[src/rtl/kwf_pkg.sv]
// Shared types and constants for the keyword vote filter.
// Build option: define KWF_TIMEOUT_EN to enable the idle-gap timeout in TRACK.
package kwf_pkg;

    localparam int KW_WIDTH  = 4;
    localparam int SEQ_WIDTH = 8;
    localparam int RUN_WIDTH = 4;

    // Class code that means reject/silence unless the top overrides it
    localparam logic [KW_WIDTH-1:0] NONE_CLASS_DEFAULT = 4'd0;

    typedef enum logic [1:0] {
        IDLE,
        TRACK,
        EMIT,
        REFRACT
    } state_t;

    // Bits needed to hold values 0..max_val (at least one bit)
    function automatic int cnt_width(input int max_val);
        return (max_val < 2) ? 1 : $clog2(max_val + 1);
    endfunction

endpackage

[src/rtl/kwf_down_counter.sv]
// Loadable decrementing counter with a zero flag. Load has priority over
// decrement, and the count never wraps below zero.
module kwf_down_counter
    import kwf_pkg::*;
#(
    parameter int WIDTH = 8
) (
    input  logic             clk,
    input  logic             rst,
    input  logic             load,
    input  logic [WIDTH-1:0] load_val,
    input  logic             dec,
    output logic [WIDTH-1:0] count,
    output logic             zero
);

    // Load a new value or step down towards zero
    always_ff @(posedge clk or negedge rst) begin
        if (!rst) begin
            count <= '0;
        end else if (load) begin
            count <= load_val;
        end else if (dec && (count != '0)) begin
            count <= count - 1'b1;
        end
    end

    assign zero = (count == '0);

endmodule

[src/rtl/keyword_vote_filter.sv]
// Keyword vote filter: emits one event after CONFIRM_COUNT consecutive
// identical non-reject classifications, then discards REFRACTORY inputs.
// Build option: KWF_TIMEOUT_EN adds an idle-gap timeout that abandons a
// partial run after TIMEOUT_CYCLES clocks without an input handshake.
module keyword_vote_filter
    import kwf_pkg::*;
#(
    parameter int                  CONFIRM_COUNT  = 3,
    parameter int                  REFRACTORY     = 8,
    parameter logic [KW_WIDTH-1:0] NONE_CLASS     = NONE_CLASS_DEFAULT,
    parameter int                  TIMEOUT_CYCLES = 64
) (
    input  logic                 clk,
    input  logic                 rst,
    input  logic                 din_valid,
    output logic                 din_ready,
    input  logic [KW_WIDTH-1:0]  keyword_in,
    output logic                 event_valid,
    input  logic                 event_ready,
    output logic [KW_WIDTH-1:0]  event_keyword,
    output logic [SEQ_WIDTH-1:0] event_seq
);

    localparam logic [RUN_WIDTH-1:0] CONFIRM_RUN = RUN_WIDTH'(CONFIRM_COUNT);
    localparam int                   REF_W       = cnt_width(REFRACTORY);
    localparam logic [REF_W-1:0]     REF_LOAD    = REF_W'(REFRACTORY);
    localparam logic [REF_W-1:0]     REF_LAST    = REF_W'(1);

    state_t               state;
    logic [KW_WIDTH-1:0]  cand;
    logic [RUN_WIDTH-1:0] run;

    logic in_hs;
    logic out_hs;
    logic is_reject;
    logic extends_run;
    logic confirm;
    logic timeout_hit;

    logic             ref_load;
    logic             ref_dec;
    logic [REF_W-1:0] ref_cnt;
    logic             unused_ref_zero;

    // Ready only depends on the registered state; it is forced low in reset
    assign din_ready   = rst && (state != EMIT);
    assign in_hs       = din_valid && din_ready;
    assign out_hs      = event_valid && event_ready;
    assign is_reject   = (keyword_in == NONE_CLASS);
    assign extends_run = (keyword_in == cand);
    assign confirm     = ((run + 4'd1) == CONFIRM_RUN);

    // Refractory window: loaded when the event is taken, stepped per discarded input
    assign ref_load = (state == EMIT) && out_hs;
    assign ref_dec  = (state == REFRACT) && in_hs;

    kwf_down_counter #(
        .WIDTH (REF_W)
    ) u_refract_cnt (
        .clk      (clk),
        .rst      (rst),
        .load     (ref_load),
        .load_val (REF_LOAD),
        .dec      (ref_dec),
        .count    (ref_cnt),
        .zero     (unused_ref_zero)
    );

`ifdef KWF_TIMEOUT_EN
    localparam int               GAP_W     = cnt_width(TIMEOUT_CYCLES);
    localparam logic [GAP_W-1:0] GAP_LOAD  = GAP_W'(TIMEOUT_CYCLES);
    localparam logic [GAP_W-1:0] GAP_LAST  = GAP_W'(1);

    logic             enter_track;
    logic             gap_load;
    logic [GAP_W-1:0] gap_val;
    logic             gap_dec;
    logic [GAP_W-1:0] gap_cnt;
    logic             unused_gap_zero;

    // A handshake that leaves the filter in TRACK restarts the gap window;
    // outside TRACK the counter is kept at zero.
    assign enter_track = in_hs && !is_reject &&
                         (((state == IDLE) && (CONFIRM_COUNT > 1)) ||
                          ((state == TRACK) && !(extends_run && confirm)));
    assign gap_load    = in_hs || (state != TRACK);
    assign gap_val     = enter_track ? GAP_LOAD : '0;
    assign gap_dec     = (state == TRACK) && !in_hs;
    assign timeout_hit = gap_dec && (gap_cnt == GAP_LAST);

    kwf_down_counter #(
        .WIDTH (GAP_W)
    ) u_gap_cnt (
        .clk      (clk),
        .rst      (rst),
        .load     (gap_load),
        .load_val (gap_val),
        .dec      (gap_dec),
        .count    (gap_cnt),
        .zero     (unused_gap_zero)
    );
`else
    assign timeout_hit = 1'b0;
`endif

    // Vote FSM with registered event outputs and sequence number
    always_ff @(posedge clk or negedge rst) begin
        if (!rst) begin
            state         <= IDLE;
            cand          <= '0;
            run           <= '0;
            event_valid   <= 1'b0;
            event_keyword <= '0;
            event_seq     <= '0;
        end else begin
            case (state)
                IDLE: begin
                    if (in_hs && !is_reject) begin
                        cand <= keyword_in;
                        run  <= 4'd1;
                        if (CONFIRM_COUNT == 1) begin
                            state         <= EMIT;
                            event_valid   <= 1'b1;
                            event_keyword <= keyword_in;
                            run           <= '0;
                        end else begin
                            state <= TRACK;
                        end
                    end
                end
                TRACK: begin
                    if (in_hs) begin
                        if (is_reject) begin
                            state <= IDLE;
                            run   <= '0;
                        end else if (extends_run) begin
                            if (confirm) begin
                                state         <= EMIT;
                                event_valid   <= 1'b1;
                                event_keyword <= keyword_in;
                                run           <= '0;
                            end else begin
                                run <= run + 4'd1;
                            end
                        end else begin
                            cand <= keyword_in;
                            run  <= 4'd1;
                        end
                    end else if (timeout_hit) begin
                        state <= IDLE;
                        run   <= '0;
                    end
                end
                EMIT: begin
                    if (event_ready) begin
                        event_valid <= 1'b0;
                        event_seq   <= event_seq + 8'd1;
                        state       <= (REFRACTORY == 0) ? IDLE : REFRACT;
                    end
                end
                REFRACT: begin
                    if (in_hs && (ref_cnt == REF_LAST)) begin
                        state <= IDLE;
                    end
                end
                default: begin
                    state <= IDLE;
                end
            endcase
        end
    end

endmodule

[config.mk]
export PLATFORM = sky130hd
export DESIGN_NAME = keyword_vote_filter
export DESIGN_NICKNAME = d
export VERILOG_FILES = /design/src/rtl/kwf_pkg.sv /design/src/rtl/kwf_down_counter.sv /design/src/rtl/keyword_vote_filter.sv
export SDC_FILE = /design/constraint.sdc
export NUM_CORES = 1
export LEC_CHECK = 0
export CORE_MARGIN = 2
export CORE_UTILIZATION = 45
export CTS_BUF_LIST = sky130_fd_sc_hd__clkbuf_8
export DETAILED_ROUTE_END_ITERATION = 16
export PLACE_DENSITY = 0.71
export SLEW_MARGIN = 20
export SYNTH_ARGS = -nofsm -noshare
export SYNTH_HDL_FRONTEND = slang
export SYNTH_SLANG_ARGS = --single-unit
[constraint.sdc]
create_clock -name clk -period 1.8 [get_ports clk]
set_input_delay 0.36 -clock clk [delete_from_list [all_inputs] [get_ports clk]]
set_output_delay 0.36 -clock clk [all_outputs]
set_load 0.05 [all_outputs]
==> flow_metrics.tcl <==
set metrics [dict create \
    ys_ff_latch 27 \
    drt_pass1_iterations 4 \
    ctsLongestPathBuffers 2 \
    max_freq_ghz 0.544 \
    start_kind "flip-flop" \
    power_mw 1.21 \
    drive_gt1_frac 0.379 \
    crit_path_max_fanout 5 \
    fin_nets 188 \
    grt_max_degree 19 \
    slew_headroom 0.720 \
    path_clk_slew_ns 0.09 \
    utilization 0.638 \
    ir_drop_mv 0.600 \
    grt_setup_unrepaired "true" \
    syn2layout_area_growth_pct 36.1 \
    clock_sinks 27 \
    ys.flop_type "dfrtp_1" \
    p_per_area_nw_per_um2 633 \
    period_share 1.02 \
    first_global_vias 1133 \
    start_util 0.469 \
    grt.overflow.total 0 \
    die_h_um 60.0 \
    fp.coreArea_um2 3000 \
    drt_iter0_markers 13 \
    antenna_found_initial 0 \
    critPathCaptureType "flip-flop" \
    drc_errors 0 \
    wl_per_cell_um 15.3 \
    place_congestion 0.757 \
    grt_pass1_wl_mm 5.19 \
    wirelength_mm 3.16 \
    ios 22 \
    setup_slack_ns -0.0395 \
    setup_viol 6 \
    antenna_cells 0 \
    async_flop_share 1.00 \
    ys_warn_count 0 \
    hold_buffers 0 \
    numPortBuffers 21 \
    dp_hpwl_mm 2.36 \
    hold_violations 0 \
    dp.cells 196 \
    clock_latency_ns 0.28 \
    hold_class "primary input to asynchronous set/reset pin" \
    grt_usage 0.195 \
    htree_num_levels 1 \
    cts_root_buffer "clkbuf_8" \
    final_antenna_net_count 0 \
    ys_seq_area_frac 0.480 \
    tritoncts "built" \
    failed_checks "negative setup slack" \
    status "finished, violations left" \
    maxCapViolCount 0 \
    fp.dieW_um 60.0 \
    synthesis.area_um2 1410 \
    finClkSkew_ns 0.00136 \
    drt-vias-per-instance 5.42 \
    final_cells 207 \
    hold_ws_ns 0.270 \
    critPathLaunch "run[0]" \
    slew_viol_final 0 \
    syn_nets 137 \
    r2r_start "run[0]" \
    dieArea_um2 3590 \
    netlist-cell-type-count 36 \
    rr_endpoint "event_keyword[1]" \
    ff2ff_path_depth 6 \
    syn_avg_cell_area_um2 11.4 \
    min_period_ns 1.84 \
    crit_required_ns 1.97 \
    crit_type "flip-flop to flip-flop" \
    rows 20 \
    num_vias 1122 \
    worst_slew_pin_slew_ns 0.420 \
    critPathArrivalTime_ns 2.01 \
    leakage_nw 0.939 \
    cts_buffers 3 \
    r2r_slack_ns -0.04 \
    synthCells 124 \
    worstSetupEndpoint "event_keyword[1]" \
    synth_edf_count 0 \
]
==> per-layer routing <==
layer	vias to the layer above	share of wire	GRT usage
met5	-	0	0
met4	0	0.014	0.0667
met3	5	0.038	0.0390
met2	20	0.50	0.321
met1	548	0.45	0.255
li1	549	-	-
==> state kept, by name, summed over array words and instances (netlist names), named ones only <==
| name | cells |
|---|---|
| cand | 4 |
| event_keyword | 4 |
| u_refract_cnt.count | 4 |
| event_seq | 8 |
| event_valid | 1 |
| run | 4 |
| state | 1 |
==> power by group <==
group	total, mW	switching, mW	leakage [nW]	internal, mW
clock	0.353	0.195	0.0217	0.157
combinational	0.209	0.104	0.562	0.105
sequential	0.651	0.0216	0.355	0.629
total	1.21	0.321	0.939	0.892
==> logic make-up (layout without fill, tap and decap cells) <==
logic type | after synthesis | after routing | share of synthesized area
xor gates and xnor gates | 15 | 15 | 0.0933
buffers and inverters | 9 | 59 | 0.0249
muxes | 8 | 8 | 0.0639
adders and majority gates | 5 | 5 | 0.0444
DFF | 27 | 27 | 0.480
AOI/OAI and AO/OA | 19 | 19 | 0.108
and+or+nand+nor | 41 | 41 | 0.186
==> placed cells by master (no fill, tap or decap), types with 2 or more instances in the layout <==
| master | synthesis | routed |
|---|---|---|
| nand2_1 | 12 | 12 |
| nor3_1 | 5 | 5 |
| xor2_1 | 9 | 9 |
| clkbuf_8 | 0 | 3 |
| a31oi_1 | 2 | 2 |
| nor4_4 | 1 | 2 |
| dlymetal6s2s_1 | 0 | 2 |
| and3_1 | 3 | 2 |
| nand4_1 | 4 | 4 |
| a211o_1 | 2 | 2 |
| o2111ai_1 | 3 | 3 |
| xnor2_1 | 6 | 6 |
| inv_1 | 6 | 6 |
| buf_4 | 0 | 41 |
| ha_2 | 0 | 3 |
| mux2_2 | 7 | 7 |
| ha_1 | 5 | 2 |
| clkdlybuf4s50_1 | 0 | 3 |
| dlygate4sd2_1 | 0 | 2 |
| a21oi_1 | 3 | 3 |
| nand3_1 | 5 | 5 |
| o21ai_0 | 2 | 2 |
| dfrtp_1 | 27 | 27 |
==> critical path, cell delays in order (launching register included) <==
cell and delay (ns):
dfrtp_1 0.42, inv_1 0.07, ha_2 0.16, or4b_4 0.47
o31ai_4 0.10, nand4_4 0.18, mux2_4 0.33
==> cells in the mapped netlist (all sizes together) (2+ instances only) <==
library cell / number / area [um2]
a21oi: 3 / 15.0
nor3: 5 / 25.0
ha: 5 / 62.6
a211o: 2 / 17.5
a31oi: 2 / 12.5
nand2: 12 / 45.0
inv: 6 / 22.5
nand3: 5 / 25.0
mux2: 8 / 90.1
o31ai: 2 / 28.8
a21boi: 2 / 15.0
xor2: 9 / 78.8
o21ai: 2 / 10.0
xnor2: 6 / 52.6
nand4: 5 / 46.3
dfrtp: 27 / 676
nor2: 2 / 7.51
clkbuf: 2 / 7.51
nor4: 2 / 33.8
and3: 3 / 18.8
o2111ai: 3 / 26.3
==> through the flow <==
stage,TNS (ns),instance area (um2),setup WS (ns)
2_1_floorplan,0,1420,0.00139
3_3_place_gp,-2.89,1790,-0.227
3_5_place_dp,-4.06,1790,-0.326
4_1_cts,-0.0393,1870,-0.0236
5_1_grt,-0.669,1920,-0.112
6_report,-0.128,1920,-0.0395
==> final cells by class <==
cell class / count / area, um2
multi-input cells: 88 / 728
clock buffers: 3 / 41.3
fillers: 245 / 1090
clock inverters: 1 / 7.51
flip-flops and latches: 27 / 676
well taps: 33 / 41.3
repair buffers: 49 / 400
inverters: 6 / 22.5
==> how the worst min path moves through the flow <==
| stage | from | slack (ns) | end |
|---|---|---|---|
| 5_1_grt | rst | 0.28 | event_keyword[0] |
| 3_3_place_gp | event_seq[7] | 0.46 | event_seq[7] |
| 6_report | rst | 0.27 | cand[2] |
| 4_1_cts | rst | 0.26 | event_keyword[0] |
| 2_1_floorplan | rst | 0.06 | asynchronous set/reset pin |
| 3_5_place_dp | event_seq[7] | 0.47 | event_seq[7] |
==> timing repair <==
action,CTS,global route
pin swaps,0,3
setup endpoints to repair,8,12
buffers inserted,3,4
resized for setup,3,7
(Power assumes the default switching activity.)
